===== config.mk =====
export PLATFORM = sky130hd
export DESIGN_NAME = max_stream
export DESIGN_NICKNAME = d
export VERILOG_FILES = /design/src/rtl/max_stream.sv
export SDC_FILE = /design/constraint.sdc
export NUM_CORES = 1
export LEC_CHECK = 0
export ABC_CLOCK_PERIOD_IN_PS = 7800
export BUFFER_PORTS_ARGS = -buffer_cell sky130_fd_sc_hd__buf_4
export CORE_MARGIN = 1.5
export CORE_UTILIZATION = 40
export CTS_BUF_LIST = sky130_fd_sc_hd__clkbuf_16
export DETAILED_ROUTE_END_ITERATION = 10
export PLACE_DENSITY = 0.61
export SYNTH_ARGS = -nofsm -noshare
export SYNTH_HDL_FRONTEND = slang
export SYNTH_SLANG_ARGS = --single-unit

===== constraint.sdc =====
create_clock -name Clk -period 7.8 [get_ports Clk]
set_clock_uncertainty 0.15 [all_clocks]
set_input_delay 1.56 -clock Clk [delete_from_list [all_inputs] [get_ports Clk]]
set_output_delay 1.56 -clock Clk [all_outputs]
set_load 0.02 [all_outputs]

===== src/rtl/max_stream.sv =====
`default_nettype none
// max_stream -- sequential argmax over a frame of NUM_CLASSES scores, valid/ready in and out.
// Rev 1.0
module max_stream #(
  parameter int NUM_SIZE    = 26,
  parameter int NUM_CLASSES = 10,
  parameter bit SIGNED      = 1'b0,
  parameter int IDX_W       = (NUM_CLASSES > 1) ? $clog2(NUM_CLASSES) : 1
) (
  input  logic                Clk,
  input  logic                GlobalReset,
  input  logic                Clear,
  input  logic                In_Valid,
  output logic                In_Ready,
  input  logic [NUM_SIZE-1:0] In_Data,
  input  logic                In_Last,
  output logic                Out_Valid,
  input  logic                Out_Ready,
  output logic [IDX_W-1:0]    Out_Index,
  output logic [NUM_SIZE-1:0] Out_Max,
  output logic                Out_Error
);

  localparam logic [0:0]       ST_ACCUM   = 1'b0;
  localparam logic [0:0]       ST_DONE    = 1'b1;
  localparam logic [IDX_W-1:0] c_LAST_IDX = IDX_W'(NUM_CLASSES - 1);

  logic [0:0]          r_state;
  logic [IDX_W-1:0]    r_cnt;
  logic [IDX_W-1:0]    r_idx;
  logic [NUM_SIZE-1:0] r_max;
  logic                r_err;
  logic                w_greater;
  logic                w_at_last;
  logic                w_frame_end;

  generate
    if (SIGNED) begin : g_signed_cmp
      assign w_greater = $signed(In_Data) > $signed(r_max);
    end else begin : g_unsigned_cmp
      assign w_greater = In_Data > r_max;
    end
  endgenerate

  // Ready is masked by reset so nothing looks acceptable while reset is held.
  assign In_Ready    = (r_state == ST_ACCUM) & GlobalReset;
  assign Out_Valid   = (r_state == ST_DONE);
  assign w_at_last   = (r_cnt == c_LAST_IDX);
  assign w_frame_end = In_Last | w_at_last;

  assign Out_Index = r_idx;
  assign Out_Max   = r_max;
  assign Out_Error = r_err;

  always_ff @(posedge Clk or negedge GlobalReset) begin
    if (!GlobalReset) begin
      r_state <= ST_ACCUM;
      r_cnt   <= '0;
      r_idx   <= '0;
      r_max   <= '0;
      r_err   <= 1'b0;
    end else if (Clear) begin
      r_state <= ST_ACCUM;
      r_cnt   <= '0;
      r_err   <= 1'b0;
    end else if (r_state == ST_ACCUM) begin
      if (In_Valid) begin
        if (r_cnt == '0) begin
          r_max <= In_Data;
          r_idx <= '0;
          r_err <= 1'b0;
        end else if (w_greater) begin
          r_max <= In_Data;
          r_idx <= r_cnt;
        end
        // Error flags a disagreement between the Last marker and the expected length.
        if (w_frame_end) begin
          r_state <= ST_DONE;
          r_cnt   <= '0;
          r_err   <= In_Last ^ w_at_last;
        end else begin
          r_cnt <= r_cnt + IDX_W'(1);
        end
      end
    end else if (Out_Ready) begin
      r_state <= ST_ACCUM;
    end
  end

endmodule
`default_nettype wire


=== After elaboration in Yosys (flattened, before gate mapping) ===
Index checks and enable logic that the tools add are counted.

* Register bits: 36
* Word-level logic and storage cells: 39

* Add/subtract/negate cells: 1
* Magnitude comparators: 1
* Eq/ne operators: 2
* Muxes and demuxes: 18
* Bitwise operators: 5
* Reduce and logical (&&, ||, !) cells: 7

{| class="wikitable"
|+ Operator list
! kind !! count
|-
| 2-to-1 mux 26 bit || 2
|-
| greater-than comparator 26 bit || 1
|-
| 2-to-1 mux 4 bit || 6
|-
| 2-to-1 mux 1 bit || 10
|-
| adder 4 x 1 -> 4 bit, second input constant || 1
|-
| equality test 4 bit, second input constant || 1
|-
| logical NOT 4 bit || 1
|-
| AND reduction 4 bit || 1
|-
| nonzero test 2 bit || 2
|-
| AND reduction 3 bit || 1
|-
| nonzero test 3 bit || 1
|-
| != test 2 bit, second input constant || 1
|-
| NOT 1 bit || 2
|-
| AND reduction 2 bit || 1
|-
| bitwise AND 1 bit || 1
|-
| OR 1 bit || 1
|-
| XOR 1 bit || 1
|}

=== Depth between registers and ports, before layout ===
Gate-level depths: netlist of run 1.

* Word-level depth: 6
* Depth in mapped cells: 9

=== Worst setup path after synthesis of run 1 ===
No wires, ideal clock.

* Path type: input to register
* From: input port In_Data[24]
* To: register r_max[0], in the netlist Out_Max[0]
* Arrival time: 3.714 ns
* Data required time: 7.525 ns
* Path slack: 3.811 ns
* Stages on the path: 8
* Buffers on the path: 1
* Cell sequence: ha_1 -> nand4_2 -> or4_4 -> or4b_1 -> o32a_1 -> o21a_4 -> buf_12 -> mux2_4

* Word-level cells in the longest chain between the ends: 3

{| class="wikitable"
|+ Ends and longest elaborated chain
! element !! line !! RTL
|-
| start, declared || 15 || <nowiki>input logic [NUM_SIZE-1:0] In_Data,</nowiki>
|-
| greater-than comparator 26 bit || 41 || <nowiki>assign w_greater = In_Data > r_max;</nowiki>
|-
| nonzero test 2 bit (no source line) || n/a ||
|-
| AND reduction 4 bit (no source line) || n/a ||
|-
| end signal, assigned || 69 || <nowiki>r_max <= In_Data;</nowiki>
|-
| end signal, assigned || 73 || <nowiki>r_max <= In_Data;</nowiki>
|-
| end, declared || 31 || <nowiki>logic [NUM_SIZE-1:0] r_max;</nowiki>
|}

No other way between the ends.
A chain may end at the register's enable or synchronous reset.

=== Worst setup path in the final report of run 1 ===
* From: input port GlobalReset
* To: output port In_Ready

* Word-level cells in the longest chain between the ends: 1

{| class="wikitable"
|+ Ends and longest elaborated chain
! element !! line !! RTL
|-
| start, declared || 11 || <nowiki>input logic GlobalReset,</nowiki>
|-
| bitwise AND 1 bit || 46 || <nowiki>assign In_Ready = (r_state == ST_ACCUM) & GlobalReset;</nowiki>
|-
| end, declared || 14 || <nowiki>output logic In_Ready,</nowiki>
|}

No other way between the ends.

==> results of run 1 <==
cell usage after synthesis (2+ instances only):
cell / number / area [sq um]
inv_1: 32 / 120
a21o_1: 2 / 15.0
a2111oi_0: 2 / 17.5
nand3_1: 5 / 25.0
dfrtp_1: 36 / 901
mux2_4: 26 / 390
ha_1: 30 / 375
a211oi_1: 2 / 15.0
nor2b_1: 3 / 18.8
nand4_1: 5 / 31.3
a21oi_1: 15 / 75.1
nand2_1: 9 / 33.8
nor2_1: 11 / 41.3
a22o_1: 2 / 17.5
buf_12: 2 / 40.0
o21ai_0: 5 / 25.0
a32o_1: 2 / 20.0
nor3b_1: 2 / 15.0
nand2b_1: 2 / 12.5
stage by stage:
step,std cells,utilization (%),power (uW),area [sq um]
6_report,346,54.0,881,2990
5_1_grt,346,54.0,946,2990
4_1_cts,346,54.0,894,2990
3_5_place_dp,338,50.9,662,2820
3_3_place_gp,338,50.9,657,2820
2_1_floorplan,206,-,534,2310
power groups by stage:
stage                     sequential [uW]  combinational (uW)  clock (uW)
final                                 278                 377         226
after global routing                  285                 418         243
after CTS                             278                 383         233
after detailed placement              280                 382           0
after global placement                280                 376           0
after floorplan                       333                 201           0
metal layers:
layer / wire length [um] / GRT usage [%]
met4: 59 / 5.26
met3: 262 / 3.79
met1: 2030 / 20.6
met2: 2070 / 23.5
met5: 0 / 0
cell type report:
| cell class | count | area share (%) |
|---|---|---|
| multi-input combinational | 134 | 41.2 |
| sequential | 36 | 30.1 |
| timing repair buffer | 64 | 16.1 |
| clock buffer | 5 | 4.18 |
| inverter | 32 | 4.02 |
| tap | 72 | 3.01 |
| clock inverter | 3 | 1.42 |
worst max-delay path by stage:
stage                            from     endpoint  slack (ns)  cells after the start
final                     GlobalReset     In_Ready        3.78                      3
after detailed placement   In_Data[7]  Out_Max[11]        3.46                      8
after CTS                 GlobalReset     In_Ready        3.74                      3
after global routing       In_Data[3]   Out_Max[1]        3.60                      8
after global placement     In_Data[7]   Out_Max[1]        3.50                      8
after floorplan           In_Data[24]   Out_Max[0]        3.81                      8
cell families after synthesis:
group,Yosys count
AND/OR/NAND/NOR,44
buffers and inverters,36
flip-flops,36
AO/OA/AOI/OAI,33
adder cells (fa/ha/maj),30
multiplexers,27
registers in the layout, indices dropped and copies added (netlist names):
register,count
Out_Valid,1
Out_Error,1
Out_Index,4
Out_Max,26
r_cnt,4
==> reports/metrics.yaml, run 1 <==
power:
  pwr_density_cell_nw_per_um2: 295
  power_frac_comb_pct: 42.8
  p_int_uw: 581
  switching_share_pct: 34.0
  pwr-share-clk_pct: 25.6
  p_switching_uw: 300
  seqPwrFrac_pct: 31.5
  peakVddDrop_uv: 157
  leakagePower_uw: 0.00161
synthesis:
  synth_edf_count: 0
  synthesis.area_sq_um: 2310
  syn_inst: 206
  synth_top_family_by_area: "multiplexers"
  yosysWarnings: 0
  synthFlopType: "dfrtp_1"
  syn-num-nets: 268
  synthAdderAreaFrac_pct: 16.3
  synth_mux_area_share_pct: 17.4
  synth_xor_area_share_pct: 0
  async_reset_ff_share_pct: 100
  synth_compound_area_share_pct: 9.49
  ys_types: 32
  synth_seq_cells: 36
  yosysSeqAreaShare_pct: 39.0
  postSynthAreaPerCell_sq_um: 11.2
  synthSimpleGateAreaFrac_pct: 10.2
finish:
  layout_common_cells: "buf_4, dfrtp_1, inv_1, ha_1, mux2_4"
  seq_area_sq_um: 901
  layout_commonest_cell: "buf_4"
  fin_nets: 335
  multi_input_area_sq_um: 1230
  diodes: 0
  fillers: 532
  drive_gt1_share_pct: 37.2
  area_delta_synth_final_pct: 29.6
floorplanning:
  fp.dieH_um: 78.9
  die_area_sq_um: 6230
  rows: 27
  core_area_sq_um: 5540
  initial_core_util_pct: 41.6
  die_w_um: 78.9
  io_pins: 65
grt:
  grt_pass1_wl_mm: 7.36
  grt_pass1_vias: 1564
  grt_start_max_net_pins: 38
  antenna_found_initial: 0
  grt_usage_pct: 15.2
  gr-total-overflow: 0
sta:
  whs_ns: 0.357
  fin_setup_tns_ns: 0
  fin_ws_ns: 3.78
  period_minus_slack_ns: 4.02
  rsz0062_at_grt: "false"
  post-route-period-util_pct: 51.5
  maxSlewHeadroom_pct: 54.8
  final-setup-viol-count: 0
  fmax_ghz: 0.249
  drv_slew: 0
  hold_viol: 0
  tightest_slew_ns: 0.661
worst_setup_path:
  cp-start-kind: "input pin"
  path_buf_inv: 2
  r2r-end: "Out_Max[1]"
  crit_chain: "buf_4, nor2b_1, buf_4"
  worstPathRequired_ns: 6.09
  cp-end-kind: "output pin"
  r2r-start: "Out_Max[25]"
  r2r_cells: 8
  max_stage_delay_ns: 0.40
  crit_fanout: 37
  critical_path_class: "input pin to output pin"
  crit_slowest_cell: "buf_4"
  arrival_ns: 2.31
  cp_top_family: "buffers and inverters"
  reg2reg_setup_slack_ns: 4.75
  crit_top_cell: "buf_4"
cts:
  clockBufferDepth: 2
  insertion_delay_ns: 0.28
  cts_tree: "yes"
  cts_buffers: 5
  cts_setup_buffers: 0
  cts_resized: 0
  cts.sinks: 36
  cts-root-buf: "clkbuf_16"
  htree_levels: 2
  cts_hold_buffers: 0
  clk_pin_slew_ns: 0.05
status:
  status: "completed"
worst_hold_path:
  whs_endpoint: "Out_Index[3]"
  worstHoldStart: "Out_Index[3]"
  holdPathStages: 1
  holdCritPathClass: "flop to flop"
placed_design:
  dp_slack_ns: 3.46
  gp_congestion: 0.756
  portBuffers: 64
  dp_hpwl_mm: 3.37
routing:
  drt_pre_antenna_iters: 4
  drc_errors: 0
  drtIter0Drc: 30
  vias_per_cell: 4.90
  wl_per_cell_um: 12.8
  wirelength_mm: 4.42
  ant_nets: 0
  vias: 1694
flow_run:
  drv_cap: 0
(Power assumes the default switching activity.)
==> run 2, diff against run 1 <==
ABC_AREA = 1   (was not set)
ABC_CLOCK_PERIOD_IN_PS = 3600   (was 7800)
PLACE_DENSITY = 0.62   (was 0.61)
clock period = 3.6 ns   (was 7.8 ns; I/O delays follow)
==> reports/metrics.yaml, run 2 <==
sta:
  fmax_ghz: 0.379
  final-setup-viol-count: 0  # unchanged
  post-route-period-util_pct: 73.2
  drv_slew: 0  # unchanged
  rsz0062_at_grt: "false"
  period_minus_slack_ns: 2.64
  tightest_slew_ns: 0.762  # +0.101 ns
  fin_ws_ns: 0.965  # -2.82 ns
  hold_viol: 0  # unchanged
  maxSlewHeadroom_pct: 49.1  # -5.6 points
  fin_setup_tns_ns: 0  # unchanged
routing:
  drc_errors: 0  # unchanged
  vias: 2067  # +22%
  wirelength_mm: 5.18  # +17%
  vias_per_cell: 4.69  # -4.3%
  ant_nets: 0  # unchanged
  wl_per_cell_um: 11.8  # -7.9%
  drtIter0Drc: 61  # +100%
  drt_pre_antenna_iters: 4  # unchanged
cts:
  htree_levels: 2  # unchanged
  cts.sinks: 36  # unchanged
  cts_resized: 0  # unchanged
  cts-root-buf: "clkbuf_16"
  cts_tree: "yes"
  insertion_delay_ns: 0.28  # about the same
  clockBufferDepth: 2  # unchanged
  clk_pin_slew_ns: 0.06  # about the same
  cts_hold_buffers: 0  # unchanged
  cts_buffers: 5  # unchanged
  cts_setup_buffers: 0  # unchanged
floorplanning:
  rows: 28  # +3.7%
  die_area_sq_um: 6880  # +10%
  core_area_sq_um: 6060  # +9.4%
  fp.dieH_um: 82.9  # +5.0%
  io_pins: 65  # unchanged
  initial_core_util_pct: 42.2  # +0.51 points
  die_w_um: 82.9  # +5.0%
grt:
  antenna_found_initial: 0  # unchanged
  grt_usage_pct: 15.4  # +0.23 points
  grt_pass1_wl_mm: 8.83  # +20%
  grt_start_max_net_pins: 38  # unchanged
  gr-total-overflow: 0  # unchanged
  grt_pass1_vias: 2017  # +29%
worst_setup_path:
  r2r-start: "Out_Max[23]"
  cp-start-kind: "input pin"
  reg2reg_setup_slack_ns: 1.05  # -3.70 ns
  worstPathRequired_ns: 3.62  # -2.47 ns
  r2r_cells: 15  # +7
  crit_fanout: 31  # -16%
  r2r-end: "Out_Max[15]"
  arrival_ns: 2.66  # +0.35 ns
  critical_path_class: "input pin to flop"
  cp-end-kind: "flop"
synthesis:
  synth_area_leader_cell: "dfrtp_1"
  yosysWarnings: 0  # unchanged
  synth_area_leaders: "dfrtp_1, ha_1, nand2_4"
  syn-num-nets: 364  # +36%
  synthFlopType: "dfrtp_1"
  synthesis.area_sq_um: 2550  # +11%
  async_reset_ff_share_pct: 100  # unchanged
  ys_types: 24  # -25%
  syn_inst: 302  # +47%
  synth_edf_count: 0  # unchanged
  synth_seq_cells: 36  # unchanged
  synthTopCellsByCount: "nand2_1, inv_1, nand3_1"
  yosysMostFrequentCell: "nand2_1"
  postSynthAreaPerCell_sq_um: 8.46  # -24%
  yosys.area.top_type_share_pct: 35.3  # -3.8 points
  yosysSeqAreaShare_pct: 35.3  # -3.8 points
power:
  peakVddDrop_uv: 220  # +40%
  pwr_density_cell_nw_per_um2: 475  # +61%
  switching_share_pct: 36.7  # +2.7 points
  p_total_uw: 1520  # +73%
  p_switching_uw: 558  # +86%
  seqPwrFrac_pct: 35.6  # +4.1 points
  power_frac_comb_pct: 36.2  # -6.6 points
  p_int_uw: 961  # +65%
  pwr-share-clk_pct: 28.3  # +2.7 points
  leakagePower_uw: 0.00176  # +9.4%
finish:
  area_delta_synth_final_pct: 25.1
  fin_nets: 427  # +27%
  fin_cells: 441  # +27%
  layout_common_cells: "buf_4, nand2_1, inv_1, nand3_1, dfrtp_1"
  fillers: 610  # +15%
  finalCoreUtilization_pct: 52.7  # -1.2 points
  layout_commonest_cell: "buf_4"
  drive_gt1_share_pct: 34.4  # -2.8 points
  largest_reg_flops: 26  # unchanged
  diodes: 0  # unchanged
flow_run:
  drv_cap: 0  # unchanged
placed_design:
  portBuffers: 64  # unchanged
  dp_slack_ns: 0.651  # -2.81 ns
  dp_hpwl_mm: 3.85  # +14%
  gp_congestion: 0.775  # +2.5%
  place_inst: 433  # +28%
status:
  status: "completed"
worst_hold_path:
  holdCritPathClass: "input pin to asynchronous set/reset pin"
## run 2: changes by cell type after synthesis, moves of 5 or more
cell and change:
inv_1 +12, nand3_1 +34, a21oi_1 -6, inv_2 +5, mux2_4 -26, nand2_1 +47, nand2_4 +21, nand2_2 +23
## run 2: final cells by class
cell class	instances	area [sq um]	share of cell area, %
clock buffers	5	125	3.92
clock inverters	3	18.8	0.587
inverters	49	184	5.76
multi-input cells	208	1390	43.3
flip-flops and latches	36	901	28.2
well taps	75	93.8	2.94
repair buffers	65	488	15.3
## run 2: critical path, cell delays in order
cell and delay [ns]:
buf_4 0.12, ha_1 0.30, nand2_2 0.08, nor2_4 0.12
nand2_1 0.08, nor2_1 0.10, nand2_1 0.06, nand2_1 0.05
nor2_1 0.04, nand2_2 0.05, nand2_2 0.05, nand2_4 0.30
nand2_8 0.34, nand2_1 0.16, nand2_1 0.05
## run 2: worst max-delay path by stage
stage,cells past startpoint,slack [ns],from,endpoint
final,15,0.96,In_Data[25],Out_Max[15]
after detailed placement,15,0.65,In_Data[25],Out_Max[10]
after global placement,13,0.71,In_Data[25],Out_Max[13]
after global routing,15,0.72,In_Data[25],Out_Max[13]
after CTS,15,0.95,In_Data[25],Out_Max[10]
after floorplan,13,1.34,In_Data[25],Out_Max[0]
## run 2: cells by family after synthesis
family,count (synthesis),share of synthesized area [%]
DFF,36,35.3
AOI/OAI and AO/OA,19,4.16
buffers and inverters,58,10.5
and+or+nand+nor,159,35.4
adders and majority gates,30,14.7
## run 2: per-layer routing
metal,global-route usage [%],up-vias,share of wire [%]
li1,-,1076,-
met1,20.7,940,49
met2,26.0,47,46
met3,2.68,4,5.0
met4,3.18,0,0.50
met5,0,-,0
## run 2: metrics by stage
stage,hold slack [ns],cell area (sq um)
after floorplan,0.274,2550
after global placement,0.337,3050
after detailed placement,0.340,3050
after CTS,0.275,3200
after global routing,0.292,3200
final,0.250,3200
## run 2: power groups by stage
stage | registers, uW | logic (uW) | clock network (uW)
floorplan | 616 | 299 | 0
global placement | 548 | 549 | 0
detailed placement | 548 | 557 | 0
CTS | 542 | 560 | 435
global route | 552 | 621 | 451
finish | 540 | 549 | 430
==> run 3, diff against run 2 <==
ABC_AREA = 0   (was 1)
ABC_CLOCK_PERIOD_IN_PS = 2500   (was 3600)
PLACE_DENSITY = 0.61   (was 0.62)
clock period = 2.5 ns   (was 3.6 ns; I/O delays follow)
==> reports/metrics.yaml, run 3 (same netlist as run 1, synthesis figures left out) <==
status:
  status: "finished with violations"
  violations: "negative setup slack"
placed_design:
  dp_hpwl_mm: 3.75  # -2.6%
  portBuffers: 64  # unchanged
  post_dp_cell_area_sq_um: 3260  # +7.0%
  gp_congestion: 0.784  # +1.1%
  place_inst: 376  # -13%
  dp_slack_ns: -0.751  # -1.40 ns
worst_setup_path:
  max_stage_delay_ns: 0.52  # +0.18 ns
  crit_chain: "inv_2, ha_4, nand4_4, or4_4, or4b_1, o32a_1, o21a_4, buf_6, a32o_1"
  crit_fanout: 7  # -77%
  crit_slowest_cell: "or4_4"
  cp-end-kind: "flop"
  critical_path_class: "flop to flop"
  worstPathRequired_ns: 2.52  # -1.10 ns
  cp-start-kind: "flop"
  arrival_ns: 2.90  # +0.24 ns
finish:
  drive_gt1_share_pct: 59.1  # +25 points
  largest_reg_flops: 26  # unchanged
  stdcell_area_sq_um: 3650  # +14%
  diodes: 0  # unchanged
  area_delta_synth_final_pct: 58.1
  fin_cells: 392  # -11%
  fillers: 464  # -24%
  fin_nets: 381  # -11%
  layout_common_cells: "buf_4, mux2_4, inv_1, dfrtp_1, ha_4"
  layout_commonest_cell: "buf_4"
routing:
  wirelength_mm: 5.50  # +6.0%
  drtIter0Drc: 27  # -56%
  wl_per_cell_um: 14.0  # +19%
  vias_per_cell: 4.85  # +3.6%
  drc_errors: 0  # unchanged
  vias: 1903  # -7.9%
  drt_pre_antenna_iters: 4  # unchanged
  ant_nets: 0  # unchanged
floorplanning:
  fp.dieH_um: 78.9  # -4.8%
  initial_core_util_pct: 41.6  # -0.51 points
  rows: 27  # -3.6%
  io_pins: 65  # unchanged
  die_area_sq_um: 6230  # -9.4%
  core_area_sq_um: 5540  # -8.6%
  die_w_um: 78.9  # -4.8%
grt:
  use_met3_pct: 5.06  # +2.4 points
  grt_usage_pct: 19.1  # +3.7 points
  grt_pass1_wl_mm: 9.10  # +3.0%
  grt_pass1_vias: 1910  # -5.3%
  met1_usage_pct: 24.4  # +3.7 points
  gr-total-overflow: 0  # unchanged
  antenna_found_initial: 0  # unchanged
  use_met2_pct: 31.6  # +5.5 points
  grt_start_max_net_pins: 37  # -2.6%
  grt_busiest_layer: "met2"
sta:
  fmax_ghz: 0.347
  post-route-period-util_pct: 115
  final-setup-viol-count: 30  # +30
  tightest_slew_ns: 0.474  # -0.288 ns
  period_minus_slack_ns: 2.88
  hold_viol: 0  # unchanged
  drv_slew: 0  # unchanged
  rsz0062_at_grt: "true"
  maxSlewHeadroom_pct: 68.4  # +19 points
  fin_ws_ns: -0.379  # -1.34 ns
cts:
  clk_pin_slew_ns: 0.06  # about the same
  cts_hold_buffers: 0  # unchanged
  htree_levels: 2  # unchanged
  cts-root-buf: "clkbuf_16"
  cts_tree: "yes"
  clockBufferDepth: 2  # unchanged
  cts.sinks: 36  # unchanged
  cts_buffers: 5  # unchanged
  insertion_delay_ns: 0.28  # about the same
flow_run:
  drv_cap: 0  # unchanged
power:
  leakagePower_uw: 0.00182  # +3.8%
  peakVddDrop_uv: 500  # +130%
  pwr_density_cell_nw_per_um2: 965  # +100%
worst_hold_path:
  holdCritPathClass: "input pin to asynchronous set/reset pin"
==> run 3: cell types whose count changed in the layout (fill, tap and decap cells not counted), sizes merged, moves of 3 or more <==
cell and change:
a21oi +6, buf +42, bufinv +3, inv -17
mux2 +26, nand2 -92, nand3 -34, nand4 +3
nor2 -4, nor2b +3, o21a +4
==> run 3: final timing paths <==
check / startpoint / slack, ns / end / depth (start not counted)
max: Out_Max[25] / -0.38 / Out_Index[1] / 9
min: GlobalReset / 0.16 / Out_Max[17] / 2
min reg2reg: Out_Index[1] / 0.35 / Out_Index[1] / 1
max reg2reg: Out_Max[25] / -0.38 / Out_Index[1] / 9
max in group asynchronous: GlobalReset / 1.67 / Out_Max[25] / 2
min in group Clk: Clear / 0.29 / r_cnt[1] / 2
==> run 3: routing by layer <==
layer / part of all wire [%] / wire length (um) / vias up
met1: 45 / 2490 / 880
met5: 0 / 0 / -
met3: 5.4 / 296 / 8
met4: 1.7 / 92 / 0
li1: - / - / 962
met2: 48 / 2620 / 53
==> run 3: final cells by class <==
type / instances / area, sq um / share of cell area [%]
clock inverters: 3 / 90.1 / 2.47
multi-input cells: 137 / 1500 / 41.0
flip-flops and latches: 36 / 920 / 25.2
inverters: 32 / 120 / 3.29
repair buffers: 107 / 807 / 22.1
well taps: 72 / 90.1 / 2.47
clock buffers: 5 / 125 / 3.43
==> run 3: what timing repair did <==
item                                    CTS  global route
gates resized for setup                  13             3
endpoints found under the setup margin   30            30
pin swaps                                 9             4
hold endpoints to repair                  0             0
gates cloned                              3             0
setup buffers                             3             2
==> run 3: metrics by stage <==
stage | utilization (%) | hold WS (ns) | power, uW | setup TNS (ns)
finish | 65.8 | 0.162 | 3520 | -10.69
global route | 65.8 | 0.204 | 3750 | -12.99
global placement | 58.9 | 0.339 | 2440 | -20.21
floorplan | - | 0.0544 | 1760 | -10.69
CTS | 65.4 | 0.183 | 3520 | -10.66
detailed placement | 58.9 | 0.342 | 2450 | -20.78
==> run 3: worst max-delay path: cells and delay by family (launching register included) <==
family                     cells  cell delay (ns)
buffers and inverters          2             0.19
DFF                            1             0.36
AOI/OAI and AO/OA              3             0.70
and+or+nand+nor                3             1.10
adders and majority gates      1             0.27
==> run 3: power breakdown <==
group / internal (uW) / total [uW] / switching, uW / leakage (uW)
Combinational: 982 / 1760 / 782 / 0.00129
Clock: 672 / 917 / 244 / 0.000104
Sequential: 750 / 840 / 90.2 / 0.000426
Total: 2400 / 3520 / 1120 / 0.00182
